===== config.mk =====
export PLATFORM = sky130hd
export DESIGN_NAME = peak_interval_detector
export DESIGN_NICKNAME = d
export VERILOG_FILES = /design/src/rtl/peak_interval_detector.sv
export SDC_FILE = /design/constraint.sdc
export NUM_CORES = 1
export LEC_CHECK = 0
export CORE_MARGIN = 5
export CORE_UTILIZATION = 55
export CTS_CLUSTER_DIAMETER = 50
export DETAILED_ROUTE_END_ITERATION = 7
export PLACE_DENSITY = 0.72
export SLEW_MARGIN = 30
export SYNTH_ARGS = -nofsm -noshare
export SYNTH_HDL_FRONTEND = slang
export SYNTH_SLANG_ARGS = --single-unit

===== constraint.sdc =====
create_clock -name clock -period 5.6 [get_ports clock]
set_input_delay 0.56 -clock clock [delete_from_list [all_inputs] [get_ports clock]]
set_output_delay 0.56 -clock clock [all_outputs]
set_load 0.05 [all_outputs]

===== src/rtl/peak_interval_detector.sv =====
// peak_interval_detector: finds strict local maxima over a +/-WIN sample window and reports beat intervals.
// Define HR_BPM_EN to add the serial BPM divider; otherwise bpm/bpm_valid are tied low.
module peak_interval_detector #(
  parameter int unsigned DATA_W  = 9,
  parameter int unsigned WIN     = 16,
  parameter int unsigned CNT_W   = 11,
  parameter int unsigned REFRACT = 40,
  parameter int unsigned MAX_GAP = 1500,
  parameter int unsigned BPM_NUM = 6000
) (
  input  logic                     clock,
  input  logic                     reset_n,
  input  logic                     sample_valid,
  input  logic signed [DATA_W-1:0] sample,
  input  logic signed [DATA_W-1:0] threshold,
  output logic                     peak,
  output logic [CNT_W-1:0]         interval,
  output logic                     interval_valid,
  output logic                     timeout,
  output logic [7:0]               bpm,
  output logic                     bpm_valid
);

  localparam int unsigned WLEN   = 2 * WIN + 1;
  localparam int unsigned FILL_W = $clog2(WLEN + 1);

  // Elaboration-time sanity check of the parameter set
  if (MAX_GAP == 0 || MAX_GAP >= (1 << CNT_W) || BPM_NUM == 0 || BPM_NUM > 65535 ||
      REFRACT > MAX_GAP) begin : g_param_check
    $error("peak_interval_detector: illegal parameter set");
  end

  typedef enum logic [1:0] {
    S_FILL   = 2'd0,
    S_NO_REF = 2'd1,
    S_ARMED  = 2'd2
  } state_e;

  state_e                   state_q, state_d;
  logic signed [DATA_W-1:0] win_q   [WLEN];
  logic signed [DATA_W-1:0] win_nxt [WLEN];
  logic [FILL_W-1:0]        fill_q, fill_d;
  logic [CNT_W-1:0]         since_q, since_d;
  logic [CNT_W:0]           since_inc;
  logic                     cand;
  logic                     peak_q, peak_d;
  logic                     iv_q, iv_d;
  logic                     timeout_q, timeout_d;
  logic [CNT_W-1:0]         interval_q, interval_d;

  // Window as it will look after this strobe; detection is judged on this view
  always_comb begin
    win_nxt[0] = sample;
    for (int i = 1; i < WLEN; i++) begin
      win_nxt[i] = win_q[i-1];
    end
  end

  // Strict maximum at the centre that also clears the threshold
  always_comb begin
    cand = (win_nxt[WIN] >= threshold);
    for (int i = 0; i < WLEN; i++) begin
      if (i != int'(WIN) && win_nxt[i] >= win_nxt[WIN]) begin
        cand = 1'b0;
      end
    end
  end

  always_comb begin
    state_d    = state_q;
    fill_d     = fill_q;
    since_d    = since_q;
    peak_d     = 1'b0;
    iv_d       = 1'b0;
    timeout_d  = timeout_q;
    interval_d = interval_q;
    since_inc  = (CNT_W+1)'(since_q) + (CNT_W+1)'(1);

    if (sample_valid) begin
      since_d = (since_inc >= (CNT_W+1)'(MAX_GAP)) ? CNT_W'(MAX_GAP) : since_inc[CNT_W-1:0];
      case (state_q)
        S_FILL: begin
          fill_d = fill_q + FILL_W'(1);
          if (fill_q == FILL_W'(WLEN - 1)) begin
            state_d = S_NO_REF;
          end
        end
        S_NO_REF: begin
          if (cand) begin
            peak_d    = 1'b1;
            since_d   = '0;
            timeout_d = 1'b0;
            state_d   = S_ARMED;
          end
        end
        S_ARMED: begin
          // An accepted peak takes priority over a timeout on the same strobe
          if (cand && since_inc >= (CNT_W+1)'(REFRACT)) begin
            peak_d     = 1'b1;
            iv_d       = 1'b1;
            interval_d = since_inc[CNT_W-1:0];
            since_d    = '0;
            timeout_d  = 1'b0;
          end else if (since_d == CNT_W'(MAX_GAP)) begin
            timeout_d = 1'b1;
            state_d   = S_NO_REF;
          end
        end
        default: begin
          state_d = S_FILL;
        end
      endcase
    end
  end

  always_ff @(posedge clock or negedge reset_n) begin
    if (!reset_n) begin
      state_q    <= S_FILL;
      fill_q     <= '0;
      since_q    <= '0;
      peak_q     <= 1'b0;
      iv_q       <= 1'b0;
      timeout_q  <= 1'b0;
      interval_q <= '0;
      for (int i = 0; i < WLEN; i++) begin
        win_q[i] <= '0;
      end
    end else begin
      state_q    <= state_d;
      fill_q     <= fill_d;
      since_q    <= since_d;
      peak_q     <= peak_d;
      iv_q       <= iv_d;
      timeout_q  <= timeout_d;
      interval_q <= interval_d;
      if (sample_valid) begin
        for (int i = 0; i < WLEN; i++) begin
          win_q[i] <= win_nxt[i];
        end
      end
    end
  end

  assign peak           = peak_q;
  assign interval       = interval_q;
  assign interval_valid = iv_q;
  assign timeout        = timeout_q;

`ifdef HR_BPM_EN
  localparam int unsigned QW = 16;
  localparam logic [QW-1:0] DIVIDEND = QW'(BPM_NUM);

  logic             busy_q;
  logic [4:0]       cnt_q;
  logic [QW-1:0]    quo_q;
  logic [CNT_W-1:0] rem_q;
  logic [CNT_W-1:0] dvs_q;
  logic [7:0]       bpm_q;
  logic             bpm_valid_q;
  logic [CNT_W:0]   rem_sh;
  logic [CNT_W-1:0] rem_sub;

  // One restoring-division step: bring down the next dividend bit, trial subtract
  always_comb begin
    rem_sh  = {rem_q, quo_q[QW-1]};
    rem_sub = CNT_W'(rem_sh - {1'b0, dvs_q});
  end

  always_ff @(posedge clock or negedge reset_n) begin
    if (!reset_n) begin
      busy_q      <= 1'b0;
      cnt_q       <= '0;
      quo_q       <= '0;
      rem_q       <= '0;
      dvs_q       <= '0;
      bpm_q       <= '0;
      bpm_valid_q <= 1'b0;
    end else begin
      bpm_valid_q <= 1'b0;
      if (iv_d) begin
        busy_q <= 1'b1;
        cnt_q  <= 5'(QW);
        quo_q  <= DIVIDEND;
        rem_q  <= '0;
        dvs_q  <= interval_d;
      end else if (busy_q) begin
        if (cnt_q == '0) begin
          busy_q      <= 1'b0;
          bpm_valid_q <= 1'b1;
          bpm_q       <= (quo_q > QW'(255)) ? 8'hFF : quo_q[7:0];
        end else begin
          cnt_q <= cnt_q - 5'd1;
          if (rem_sh >= {1'b0, dvs_q}) begin
            rem_q <= rem_sub;
            quo_q <= {quo_q[QW-2:0], 1'b1};
          end else begin
            rem_q <= rem_sh[CNT_W-1:0];
            quo_q <= {quo_q[QW-2:0], 1'b0};
          end
        end
      end
    end
  end

  assign bpm       = bpm_q;
  assign bpm_valid = bpm_valid_q;
`else
  assign bpm       = '0;
  assign bpm_valid = 1'b0;
`endif

endmodule

Yosys cells after proc, flatten, opt, wreduce, memory -nomap -nowiden
Cells that the tools add are included.
{"block": "totals", "input_bits": 21, "register_bits": 321}
{"block": "classes", "mux": 51, "order_cmp": 35, "addsub": 2, "n_eq_ne": 9, "reduce_logical": 7}
{"cell": ">= comparator 9 bit", "count": 33}
{"cell": "2-to-1 mux 1 bit", "count": 40}
{"cell": "2-to-1 mux 11 bit", "count": 3}
{"cell": "case mux 11 bit (2 select lines)", "count": 1}
{"cell": "adder 11 x 1 -> 12 bit (second input constant)", "count": 1}
{"cell": ">= comparator 12 x 11 -> 1 bit (second input constant)", "count": 1}
{"cell": ">= comparator 12 x 6 -> 1 bit (second input constant)", "count": 1}
{"cell": "== test 11 bit (second input constant)", "count": 1}
{"cell": "2-to-1 mux 2 bit", "count": 4}
{"cell": "!= test 2 bit (second input constant)", "count": 4}
{"cell": "adder 6 x 1 -> 6 bit (second input constant)", "count": 1}
{"cell": "== test 6 bit (second input constant)", "count": 1}
{"cell": "case mux 2 bit (3 select lines)", "count": 1}
{"cell": "AND reduction 5 bit", "count": 1}
{"cell": "case mux 1 bit (2 select lines)", "count": 2}
{"cell": "AND reduction 4 bit", "count": 1}
{"cell": "!= test 3 bit (second input constant)", "count": 1}
{"cell": "AND reduction 3 bit", "count": 1}
{"cell": "== test 2 x 1 -> 1 bit (second input constant)", "count": 1}
{"cell": "== test 2 bit (second input constant)", "count": 1}
{"cell": "zero test 2 bit", "count": 1}
{"cell": "AND reduction 2 bit", "count": 1}
{"cell": "nonzero test 2 bit", "count": 1}
{"cell": "logical AND 1 bit", "count": 1}

Depth between registers and ports, before layout
Gate-level depths: netlist of the first run.
{"block": "logic_depth", "depth_word": 37, "depth_mapped": 12}

Worst setup path after synthesis of the first run
Ideal clock, no wire load.
{"block": "synth_path", "kind": "reg2reg", "from": "reg win_q (netlist bit win_nxt[152])", "to": "reg interval_q[2] (netlist: interval[2])", "required_time_ns": 5.475, "n_path_buf": 1, "setup_slack_ns": 1.882, "path_stages_with_launch": 12, "t_arrival_ns": 3.593, "path_cell_list": "dfrtp_1 > inv_1 > ha_1 > o2bb2ai_2 > or4_4 > a2111oi_4 > o211ai_1 > nor4b_2 > nand4_2 > nor3_4 > buf_12 > mux2_4"}
{"block": "synth_via", "elab_chain_len": 35, "word_cells_on_any_way": 67}
{"element": "from (decl)", "line": "40", "source": "logic signed [DATA_W-1:0] win_q [WLEN];"}
{"element": "from (signal, indexed assignment)", "line": "138", "source": "win_q[i] <= win_nxt[i];"}
{"element": ">= comparator 9 bit, on equally long branches", "line": "61, 63"}
{"element": "2-to-1 mux 1 bit (31 in series)", "line": "63", "source": "if (i != int'(WIN) && win_nxt[i] >= win_nxt[WIN]) begin"}
{"element": "2-to-1 mux 1 bit *", "line": "63"}
{"element": "logical AND 1 bit *", "line": "98", "source": "if (cand && since_inc >= (CNT_W+1)'(REFRACT)) begin"}
{"element": "AND reduction 3 bit (no source line) *"}
{"element": "to (signal assigned)", "line": "135", "source": "interval_q <= interval_d;"}
{"element": "to (decl)", "line": "49", "source": "logic [CNT_W-1:0] interval_q, interval_d;"}
Every way passes the cells marked *; elsewhere a longest branch is shown, timed or not.
A chain may end at the register's enable or synchronous reset.

Final worst setup path of the first run
{"block": "layout_path", "from": "reg win_q (netlist bit win_nxt[150])", "to": "reg interval_q[1] (netlist: interval[1])"}
Same word-level chain as after synthesis.

==> results of run 1 <==
==> Yosys cell counts, types with 12 or more instances <==
cell / number
sky130_fd_sc_hd__nand2_1: 85
sky130_fd_sc_hd__clkbuf_1: 39
sky130_fd_sc_hd__o22ai_1: 18
sky130_fd_sc_hd__ha_1: 305
sky130_fd_sc_hd__dfrtp_1: 321
sky130_fd_sc_hd__nor3_1: 20
sky130_fd_sc_hd__a21oi_1: 61
sky130_fd_sc_hd__a21o_1: 13
sky130_fd_sc_hd__nand4_1: 30
sky130_fd_sc_hd__nor4_1: 15
sky130_fd_sc_hd__inv_1: 72
sky130_fd_sc_hd__nor2_1: 54
sky130_fd_sc_hd__o21ai_0: 96
sky130_fd_sc_hd__mux2_2: 251
sky130_fd_sc_hd__nand3_1: 28
sky130_fd_sc_hd__a211oi_1: 24
sky130_fd_sc_hd__nor2b_1: 12
sky130_fd_sc_hd__nand2b_1: 25
==> registers in the layout (all words and copies together) (netlist names) <==
| name | cells |
|---|---|
| timeout | 1 |
| peak | 1 |
| state_q | 2 |
| fill_q | 6 |
| win_nxt | 288 |
| interval | 11 |
| interval_valid | 1 |
| since_q | 11 |
==> through the flow <==
step / power [mW] / cells / util
5_1_grt: 12.9 / 2210 / 0.623
4_1_cts: 12.0 / 2210 / 0.623
3_5_place_dp: 9.27 / 2135 / 0.584
2_1_floorplan: 7.39 / 1675 / -
6_report: 12.0 / 2210 / 0.623
3_3_place_gp: 9.07 / 2135 / 0.584
==> power by group <==
part | internal (mW) | switching, mW
sequential | 3.11 | 0.733
combinational | 2.41 | 3.08
clock | 1.62 | 1.02
total | 7.14 | 4.83
==> area by class of cell <==
| cell class | instances | share of cell area |
|---|---|---|
| clock buffers | 64 | 0.0574 |
| clock inverters | 11 | 0.00633 |
| inverters | 72 | 0.0126 |
| multi-input cells | 1226 | 0.497 |
| flip-flops and latches | 321 | 0.373 |
| well taps | 455 | 0.0264 |
| repair buffers | 61 | 0.0268 |
==> worst max path at each step <==
stage | start | to | slack (ns) | depth (start not counted)
final | win_nxt[150] | interval[1] | 0.99 | 10
after global routing | win_nxt[145] | interval[1] | 0.83 | 12
after CTS | win_nxt[145] | interval[1] | 1.02 | 11
after detailed placement | sample[4] | interval[1] | 0.98 | 11
after global placement | sample[4] | interval[1] | 1.01 | 11
after floorplan | win_nxt[152] | interval[2] | 1.88 | 11
==> cells by family after synthesis <==
family	Yosys count	share of synthesized area
other cells	1	0.000195
xor+xnor	13	0.00592
simple gates	324	0.0900
flops	321	0.417
buf+inv	128	0.0279
compound gates	310	0.105
fa+ha+maj	305	0.198
mux	265	0.156
==> per-layer routing <==
layer,global-route usage,share of wire
met2,0.383,0.46
met1,0.337,0.47
met4,0.0688,0.028
met5,0,0
met3,0.0438,0.049
==> impl_metrics.env, run 1 <==
export IMPL_fill_cells=2787
export IMPL_sequential_cell_area_um2=8030
export IMPL_post_route_period_util=0.823
export IMPL_timing_critical_path_fanout_max=16
export IMPL_coreArea_um2=34500
export IMPL_finalWirelength_um=45800
export IMPL_ys_seq_area_frac=0.417
export IMPL_worst_path_max_delay_cell="sky130_fd_sc_hd__a2111oi_0"
export IMPL_finalInstanceArea_um2=21500
export IMPL_layout_common_cells="sky130_fd_sc_hd__dfrtp_1 (321), sky130_fd_sc_hd__ha_1 (305), sky130_fd_sc_hd__mux2_2 (251)"
export IMPL_synth_top_cells_by_area="sky130_fd_sc_hd__dfrtp_1 (42%), sky130_fd_sc_hd__ha_1 (20%), sky130_fd_sc_hd__mux2_2 (15%), sky130_fd_sc_hd__o21ai_0 (2.5%), sky130_fd_sc_hd__nand2_1 (1.7%)"
export IMPL_antenna_violating_nets_post_route=0
export IMPL_worst_path_dominant_cell_family="compound AO/OA/AOI/OAI gates"
export IMPL_multi_input_comb_area_um2=10700
export IMPL_fraction_of_final_layout_cells_sized_beyond_drive_strength_1=0.205
export IMPL_fmaxAchievable_mhz=217
export IMPL_timing_worst_slew_pin_value_ns=0.920
export IMPL_end_kind="register"
export IMPL_clk_insertion_delay_late_ns=0.55
export IMPL_hold_worst_slack_ns=0.0872
export IMPL_postLayoutSetupSlackWorst_ns=0.990
export IMPL_max_cap_violations=0
export IMPL_area_growth_pct=11.9
export IMPL_clock_tree_buffer_depth=3
export IMPL_place_worst_setup_slack_ns=0.981
export IMPL_drc=0
export IMPL_clk_transition_reported_paths_ns=0.06
export IMPL_portBuffers=34
export IMPL_flop2flop_setup_slack_ns=0.99
export IMPL_hold_buffers=0
export IMPL_cts_repair_resize_count=0
export IMPL_firstDrtPassIters=5
export IMPL_timing_worst_setup_path_type="reg -> reg"
export IMPL_critical_path_top_cell_by_count="sky130_fd_sc_hd__a2111oi_0"
export IMPL_grt_pass1_vias=13700
export IMPL_ys_types=73
export IMPL_crit_path_max_incr_delay_ns=0.73
export IMPL_place_detailed_hpwl_um=33500
export IMPL_die_width_um=197
export IMPL_critical_path_reg2reg_startpoint="win_nxt[150]"
export IMPL_die_y_um=197
export IMPL_via_count=13300
export IMPL_critical_path_startpoint_type="register"
export IMPL_antenna_cells=0
export IMPL_place_congestion=0.930
export IMPL_final_nets=2050
export IMPL_timing_critical_path_cells="inv_1, buf_4, ha_1, a2111oi_0, a21oi_1, a2111oi_0, and4bb_2, nand4_2, nor3_4, mux2_1"
export IMPL_grt_setup_unrepaired="false"
export IMPL_maximum_level_of_the_cts_h_tree=2
export IMPL_netlist_area_um2=19200
export IMPL_regToRegEndpoint="interval[1]"
export IMPL_number_of_setup_buffers_added_after_cts=0
export IMPL_synth_edf_count=0
export IMPL_fp_row_count=68
export IMPL_floorplan_initialDensity=0.557
export IMPL_timing_max_slew_rel_slack=0.380
export IMPL_final_setup_tns_ns=0
export IMPL_die_area_um2=38800
export IMPL_first_iter_violations=653
export IMPL_worst_r2r_cell_count=10
export IMPL_detail_route_vias_per_cell=6.01
export IMPL_final_worst_path_period_need_ns=4.61
export IMPL_hold_class="in -> async"
export IMPL_status="completed"
export IMPL_final_max_slew_viol_count=0
export IMPL_power_leakage_nw=10.0
export IMPL_proportion_of_register_bits_with_asynchronous_set_or_reset_after_synthesis=1.00
export IMPL_final_hold_violation_count=0
export IMPL_power_density_nw_per_um2=556
export IMPL_antenna_found_initial=0
export IMPL_gr_usage_all_layers=0.240
export IMPL_postSynthRegisterBits=321
export IMPL_ys_dominant_reg_cell="sky130_fd_sc_hd__dfrtp_1"
export IMPL_clock_sinks=321
export IMPL_netlist_instances=1667
export IMPL_avg_inst_size_synth_um2=11.5
export IMPL_detail_route_wl_per_cell_um=20.7
export IMPL_largest_net_degree_at_the_start_of_global_routing=182
export IMPL_synthDominantCellAreaShare=0.417
export IMPL_synth_warning_count=0
export IMPL_gr_total_overflow=0
export IMPL_detailed_place_area_um2=20200
export IMPL_io_pins=44
export IMPL_root_buffer="sky130_fd_sc_hd__clkbuf_16"
export IMPL_ir_worst_vdd_v=0.000330
export IMPL_worst_clock_skew_ns=0.0203
export IMPL_mostFrequentLayoutCell="sky130_fd_sc_hd__dfrtp_1"
export IMPL_yosysTopAreaCell="sky130_fd_sc_hd__dfrtp_1"
export IMPL_worst_endpoint_required_ns=6.01
export IMPL_tritoncts_num_buffers=42
export IMPL_tritoncts="yes"
export IMPL_critPathArrivalTime_ns=5.02
export IMPL_path_buf_inv=2
export IMPL_setup_violations_final=0
export IMPL_global_route_wire_length_before_repair_um=74900
No activity file was read; power rests on OpenSTA's default activity.
==> run 2, diff against run 1 <==
==> constraint.sdc (replaced) <==
create_clock -name clock -period 4.5 [get_ports clock]
set_input_delay 0.45 -clock clock [delete_from_list [all_inputs] [get_ports clock]]
set_output_delay 0.45 -clock clock [all_outputs]
set_load 0.05 [all_outputs]
==> run 2 against run 1 <==
Compared with the run above:
- cell count grew 0.45%
- largest power group unchanged
- cell area grew 1.1%
- routed wire length grew 1.4%
- sequential share of layout area shrank 0.40 points
- core utilization grew 0.67 points
- setup slack lost 0.74 ns
- first-iteration DRC count grew 18%
- largest cell class unchanged
- die area is the same
- clock power grew 36%
- non-clock buffer count grew 10
==> impl_metrics.env, run 2 (synthesis results as in run 1) <==
export IMPL_die_y_um=197
export IMPL_critical_path_start="win_nxt[145]"
export IMPL_hold_class="in -> reg"
export IMPL_final_max_slew_viol_count=0
export IMPL_finalWirelength_um=46400
export IMPL_timing_worst_setup_path_type="reg -> reg"
export IMPL_min_path_cells=2
export IMPL_floorplan_initialDensity=0.557
export IMPL_root_buffer="sky130_fd_sc_hd__clkbuf_16"
export IMPL_die_area_um2=38800
export IMPL_portBuffers=34
export IMPL_fill_cells=2777
export IMPL_sequential_cell_area_um2=8030
export IMPL_grt_pass1_vias=13900
export IMPL_critPathArrivalTime_ns=4.66
export IMPL_fmaxAchievable_mhz=235
export IMPL_use_met1=0.339
export IMPL_critical_path_startpoint_type="register"
export IMPL_maximum_level_of_the_cts_h_tree=2
export IMPL_global_route_peak_usage_layer="met2"
export IMPL_firstDrtPassIters=4
export IMPL_coreArea_um2=34500
export IMPL_number_of_setup_buffers_added_after_cts=0
export IMPL_largest_net_degree_at_the_start_of_global_routing=183
export IMPL_clk_transition_reported_paths_ns=0.05
export IMPL_worst_clock_skew_ns=0.0150
export IMPL_antenna_cells=0
export IMPL_timing_max_slew_rel_slack=0.392
export IMPL_hold_worst_slack_ns=0.408
export IMPL_final_cell_count_no_fill=2220
export IMPL_grt_met2_usage=0.395
export IMPL_timing_hold_worst_start="sample_valid"
export IMPL_worst_r2r_cell_count=13
export IMPL_critical_path_reg2reg_startpoint="win_nxt[145]"
export IMPL_mostFrequentLayoutCell="sky130_fd_sc_hd__dfrtp_1"
export IMPL_tritoncts="yes"
export IMPL_cell_count_after_placement=2144
export IMPL_timing_worst_slew_pin_value_ns=0.890
export IMPL_detail_route_vias_per_cell=6.01
export IMPL_power_density_nw_per_um2=704
export IMPL_end_kind="register"
export IMPL_gr_total_overflow=0
export IMPL_setup_violations_final=0
export IMPL_clock_sinks=321
export IMPL_finalPower_mw=15.3
export IMPL_gr_usage_all_layers=0.242
export IMPL_timing_critical_path_fanout_max=14
export IMPL_multi_input_comb_area_um2=10700
export IMPL_global_route_wire_length_before_repair_um=75400
export IMPL_grt_setup_unrepaired="false"
export IMPL_status="completed"
export IMPL_layout_common_cells="sky130_fd_sc_hd__dfrtp_1 (321), sky130_fd_sc_hd__ha_1 (305), sky130_fd_sc_hd__mux2_2 (251)"
export IMPL_first_iter_violations=768
export IMPL_die_width_um=197
export IMPL_clock_tree_buffer_depth=3
export IMPL_detail_route_wl_per_cell_um=20.9
export IMPL_fraction_of_final_layout_cells_sized_beyond_drive_strength_1=0.211
export IMPL_drc=0
export IMPL_place_congestion=0.980
export IMPL_tritoncts_num_buffers=43
export IMPL_io_pins=44
export IMPL_post_route_period_util=0.945
export IMPL_fp_row_count=68
export IMPL_ir_worst_vdd_v=0.000481
export IMPL_final_setup_tns_ns=0
export IMPL_area_growth_pct=13.1
export IMPL_antenna_violating_nets_post_route=0
export IMPL_max_cap_violations=0
export IMPL_place_detailed_hpwl_um=34200
export IMPL_final_nets=2061
export IMPL_via_count=13300
export IMPL_final_worst_path_period_need_ns=4.25
export IMPL_largest_reg_flops=288
export IMPL_power_leakage_nw=10.2
export IMPL_antenna_found_initial=0
export IMPL_final_hold_violation_count=0
export IMPL_worst_endpoint_required_ns=4.91
export IMPL_met3_global_route_usage=0.0411
export IMPL_clk_insertion_delay_late_ns=0.54
==> run 2: metrics by stage <==
stage	setup WS (ns)	area (um^2)	utilization
finish	0.249	21800	0.630
global placement	0.272	20300	0.586
floorplan	0.782	19300	-
CTS	0.207	21800	0.630
detailed placement	0.237	20300	0.586
global route	0.0306	21800	0.630
==> run 2: what timing repair did <==
| action | in CTS | in global routing |
|---|---|---|
| hold endpoints to repair | 11 | 0 |
| resized for setup | 0 | 1 |
| hold buffers | 1 | 0 |
| endpoints found under the setup margin | 0 | 8 |
==> run 2: final cells by class <==
cell class,instances,area share
inverter,72,0.0124
clock buffer,58,0.0558
sequential,321,0.369
timing repair buffer,71,0.0313
tap,455,0.0262
clock inverter,17,0.0131
multi-input combinational,1226,0.492
==> run 2: worst max-delay path, cell delays in order (launching register included) <==
cell and delay, ns:
sky130_fd_sc_hd__dfrtp_1 0.39, sky130_fd_sc_hd__inv_1 0.44, sky130_fd_sc_hd__buf_4 0.39, sky130_fd_sc_hd__ha_1 0.29, sky130_fd_sc_hd__nand2_1 0.06, sky130_fd_sc_hd__o21ai_0 0.07
sky130_fd_sc_hd__a41oi_1 0.37, sky130_fd_sc_hd__o22ai_1 0.15, sky130_fd_sc_hd__a2111oi_1 0.65, sky130_fd_sc_hd__and4bb_2 0.34, sky130_fd_sc_hd__nand4_2 0.20, sky130_fd_sc_hd__nor3_4 0.17
sky130_fd_sc_hd__buf_4 0.25, sky130_fd_sc_hd__mux2_1 0.34
==> run 2: power breakdown <==
part           total, mW  internal, mW  switching (mW)
clock               3.58          2.29            1.29
combinational       6.95          3.07            3.88
sequential          4.80          3.87           0.933
total               15.3          9.23            6.09
==> run 2: metal layers <==
metal,vias up,part of all wire
li1,6380,-
met1,6644,0.47
met2,243,0.46
met3,81,0.043
met4,0,0.026
met5,-,0
==> run 2: worst paths after layout <==
check,end,slack (ns)
setup / recovery,interval[1],0.25
hold / removal,since_q[0],0.41
setup reg to reg,interval[1],0.25
hold reg to reg,win_nxt[18],0.48
max in group asynchronous,win_nxt[155],2.95
min in group asynchronous,win_nxt[18],0.56
==> run 3, diff against run 2 <==
--- a/config.mk
+++ b/config.mk
@@ -5,12 +5,14 @@
 export SDC_FILE = /design/constraint.sdc
 export NUM_CORES = 1
 export LEC_CHECK = 0
+export ABC_CLOCK_PERIOD_IN_PS = 4500
+export CAP_MARGIN = 25
 export CORE_MARGIN = 5
 export CORE_UTILIZATION = 55
 export CTS_CLUSTER_DIAMETER = 50
 export DETAILED_ROUTE_END_ITERATION = 7
 export PLACE_DENSITY = 0.72
-export SLEW_MARGIN = 30
+export SLEW_MARGIN = 40
 export SYNTH_ARGS = -nofsm -noshare
 export SYNTH_HDL_FRONTEND = slang
 export SYNTH_SLANG_ARGS = --single-unit
==> run 3 against run 2 <==
Compared with the run above:
- combinational power is essentially flat
- sequential share of layout area fell by 0.093 points
- via count hardly changed
- clock power barely moved
- core utilization up 0.16 points
- setup slack got worse by 0.050 ns
- die area stayed put
- first-iteration DRC count down 0.39%
- routed wire length rose by 0.21%
- count of clock-buffer cells in the layout did not move
- largest cell class unchanged
- largest power group unchanged
==> impl_metrics.env, run 3 (synthesis results as in run 1) <==
export IMPL_fmaxAchievable_mhz=233
export IMPL_critical_path_startpoint_type="register"
export IMPL_coreArea_um2=34500
export IMPL_detailed_place_area_um2=20300
export IMPL_post_route_period_util=0.956
export IMPL_tritoncts_num_buffers=43
export IMPL_gr_usage_all_layers=0.242
export IMPL_final_max_slew_viol_count=0
export IMPL_die_area_um2=38800
export IMPL_detail_route_wl_per_cell_um=20.9
export IMPL_place_congestion=0.980
export IMPL_antenna_cells=0
export IMPL_power_density_nw_per_um2=703
export IMPL_antenna_violating_nets_post_route=0
export IMPL_final_worst_path_period_need_ns=4.30
export IMPL_die_width_um=197
export IMPL_place_detailed_hpwl_um=34200
export IMPL_clk_transition_reported_paths_ns=0.05
export IMPL_via_count=13400
export IMPL_status="completed"
export IMPL_tritoncts="yes"
export IMPL_setup_violations_final=0
export IMPL_clock_tree_buffer_depth=3
export IMPL_fp_row_count=68
export IMPL_io_pins=44
export IMPL_use_met1=0.339
export IMPL_portBuffers=34
export IMPL_largest_reg_flops=288
export IMPL_die_y_um=197
export IMPL_first_iter_violations=765
export IMPL_fill_cells=2765
export IMPL_area_growth_pct=13.3
export IMPL_final_standard_cell_utilization_of_the_core=0.632
export IMPL_grt_pass1_vias=13900
export IMPL_final_nets=2063
export IMPL_timing_critical_path_fanout_max=14
export IMPL_end_kind="register"
export IMPL_clock_sinks=321
export IMPL_power_leakage_nw=10.2
export IMPL_finalInstanceArea_um2=21800
export IMPL_global_route_peak_usage_layer="met2"
export IMPL_worst_endpoint_required_ns=4.91
export IMPL_antenna_found_initial=0
export IMPL_mostFrequentLayoutCell="sky130_fd_sc_hd__dfrtp_1"
export IMPL_met3_global_route_usage=0.0411
export IMPL_ir_worst_vdd_v=0.000478
export IMPL_clk_insertion_delay_late_ns=0.54
export IMPL_max_cap_violations=0
export IMPL_final_hold_violation_count=0
export IMPL_global_route_wire_length_before_repair_um=75400
export IMPL_largest_net_degree_at_the_start_of_global_routing=183
export IMPL_floorplan_initialDensity=0.557
export IMPL_critPathArrivalTime_ns=4.71
export IMPL_final_setup_tns_ns=0
export IMPL_maximum_level_of_the_cts_h_tree=2
export IMPL_timing_worst_setup_path_type="reg -> reg"
export IMPL_hold_worst_slack_ns=0.372
export IMPL_multi_input_comb_area_um2=10700
export IMPL_detail_route_vias_per_cell=6.01
export IMPL_timing_max_slew_rel_slack=0.385
export IMPL_hold_class="in -> async"
export IMPL_fraction_of_final_layout_cells_sized_beyond_drive_strength_1=0.212
export IMPL_root_buffer="sky130_fd_sc_hd__clkbuf_16"
export IMPL_grt_setup_unrepaired="false"
export IMPL_timing_worst_slew_pin_value_ns=0.914
export IMPL_grt_met2_usage=0.395
export IMPL_gr_total_overflow=0
export IMPL_sequential_cell_area_um2=8030
export IMPL_worst_clock_skew_ns=0.0149
export IMPL_layout_common_cells="sky130_fd_sc_hd__dfrtp_1 (321), sky130_fd_sc_hd__ha_1 (305), sky130_fd_sc_hd__mux2_2 (251)"
export IMPL_firstDrtPassIters=5
export IMPL_drc=0
export IMPL_finalWirelength_um=46500
run 3: worst max-delay path: stages (launching register included):
cell	delay, ns
sky130_fd_sc_hd__dfrtp_1	0.39
sky130_fd_sc_hd__inv_1	0.44
sky130_fd_sc_hd__buf_4	0.39
sky130_fd_sc_hd__ha_1	0.29
sky130_fd_sc_hd__nand2_1	0.06
sky130_fd_sc_hd__o21ai_0	0.08
sky130_fd_sc_hd__a41oi_1	0.37
sky130_fd_sc_hd__o22ai_1	0.15
sky130_fd_sc_hd__a2111oi_1	0.68
sky130_fd_sc_hd__and4bb_2	0.34
sky130_fd_sc_hd__nand4_2	0.21
sky130_fd_sc_hd__nor3_4	0.17
sky130_fd_sc_hd__buf_4	0.25
sky130_fd_sc_hd__mux2_1	0.34
run 3: path summary, 6_finish.rpt:
check                                  start            to  slack [ns]  depth (start not counted)
worst min register to register   win_nxt[27]   win_nxt[18]        0.48                          2
max in group asynchronous            reset_n  win_nxt[179]        3.03                          4
worst max register to register  win_nxt[145]   interval[1]        0.20                         13
worst min-delay path                 reset_n   win_nxt[45]        0.37                          2
min in group clock              sample_valid    since_q[0]        0.41                          2
worst max-delay path            win_nxt[145]   interval[1]        0.20                         13
run 3: stage by stage:
step	power, mW	cells	worst slack [ns]
2_1_floorplan	9.19	1675	0.782
3_3_place_gp	11.4	2144	0.272
3_5_place_dp	11.7	2144	0.237
4_1_cts	15.4	2220	0.207
5_1_grt	16.5	2222	0.0306
6_report	15.3	2222	0.199
run 3: report_power, final:
group          leakage (nW)  internal [mW]  total [mW]  switching [mW]
sequential             4.05           3.87        4.80           0.937
clock                 0.726           2.29        3.58            1.29
combinational          5.40           3.08        6.96            3.88
total                  10.2           9.24        15.3            6.11
run 3: per-layer routing:
metal	wire length, um	part of all wire	up-vias
met1	21600	0.46	6645
li1	-	-	6387
met5	0	0	-
met2	21600	0.47	252
met3	2090	0.045	77
met4	1180	0.025	0
run 3: final cells by class:
type,count,area share
clock inverters,17,0.0130
flip-flops and latches,321,0.368
repair buffers,73,0.0337
inverters,72,0.0124
well taps,455,0.0261
clock buffers,58,0.0557
multi-input cells,1226,0.491
run 3: repair_timing:
action | in CTS | in global routing
endpoints found under the hold margin | 11 | 0
endpoints found under the setup margin | 0 | 8
gates resized for setup | 0 | 1
setup buffers | 0 | 0
hold buffers | 1 | 0
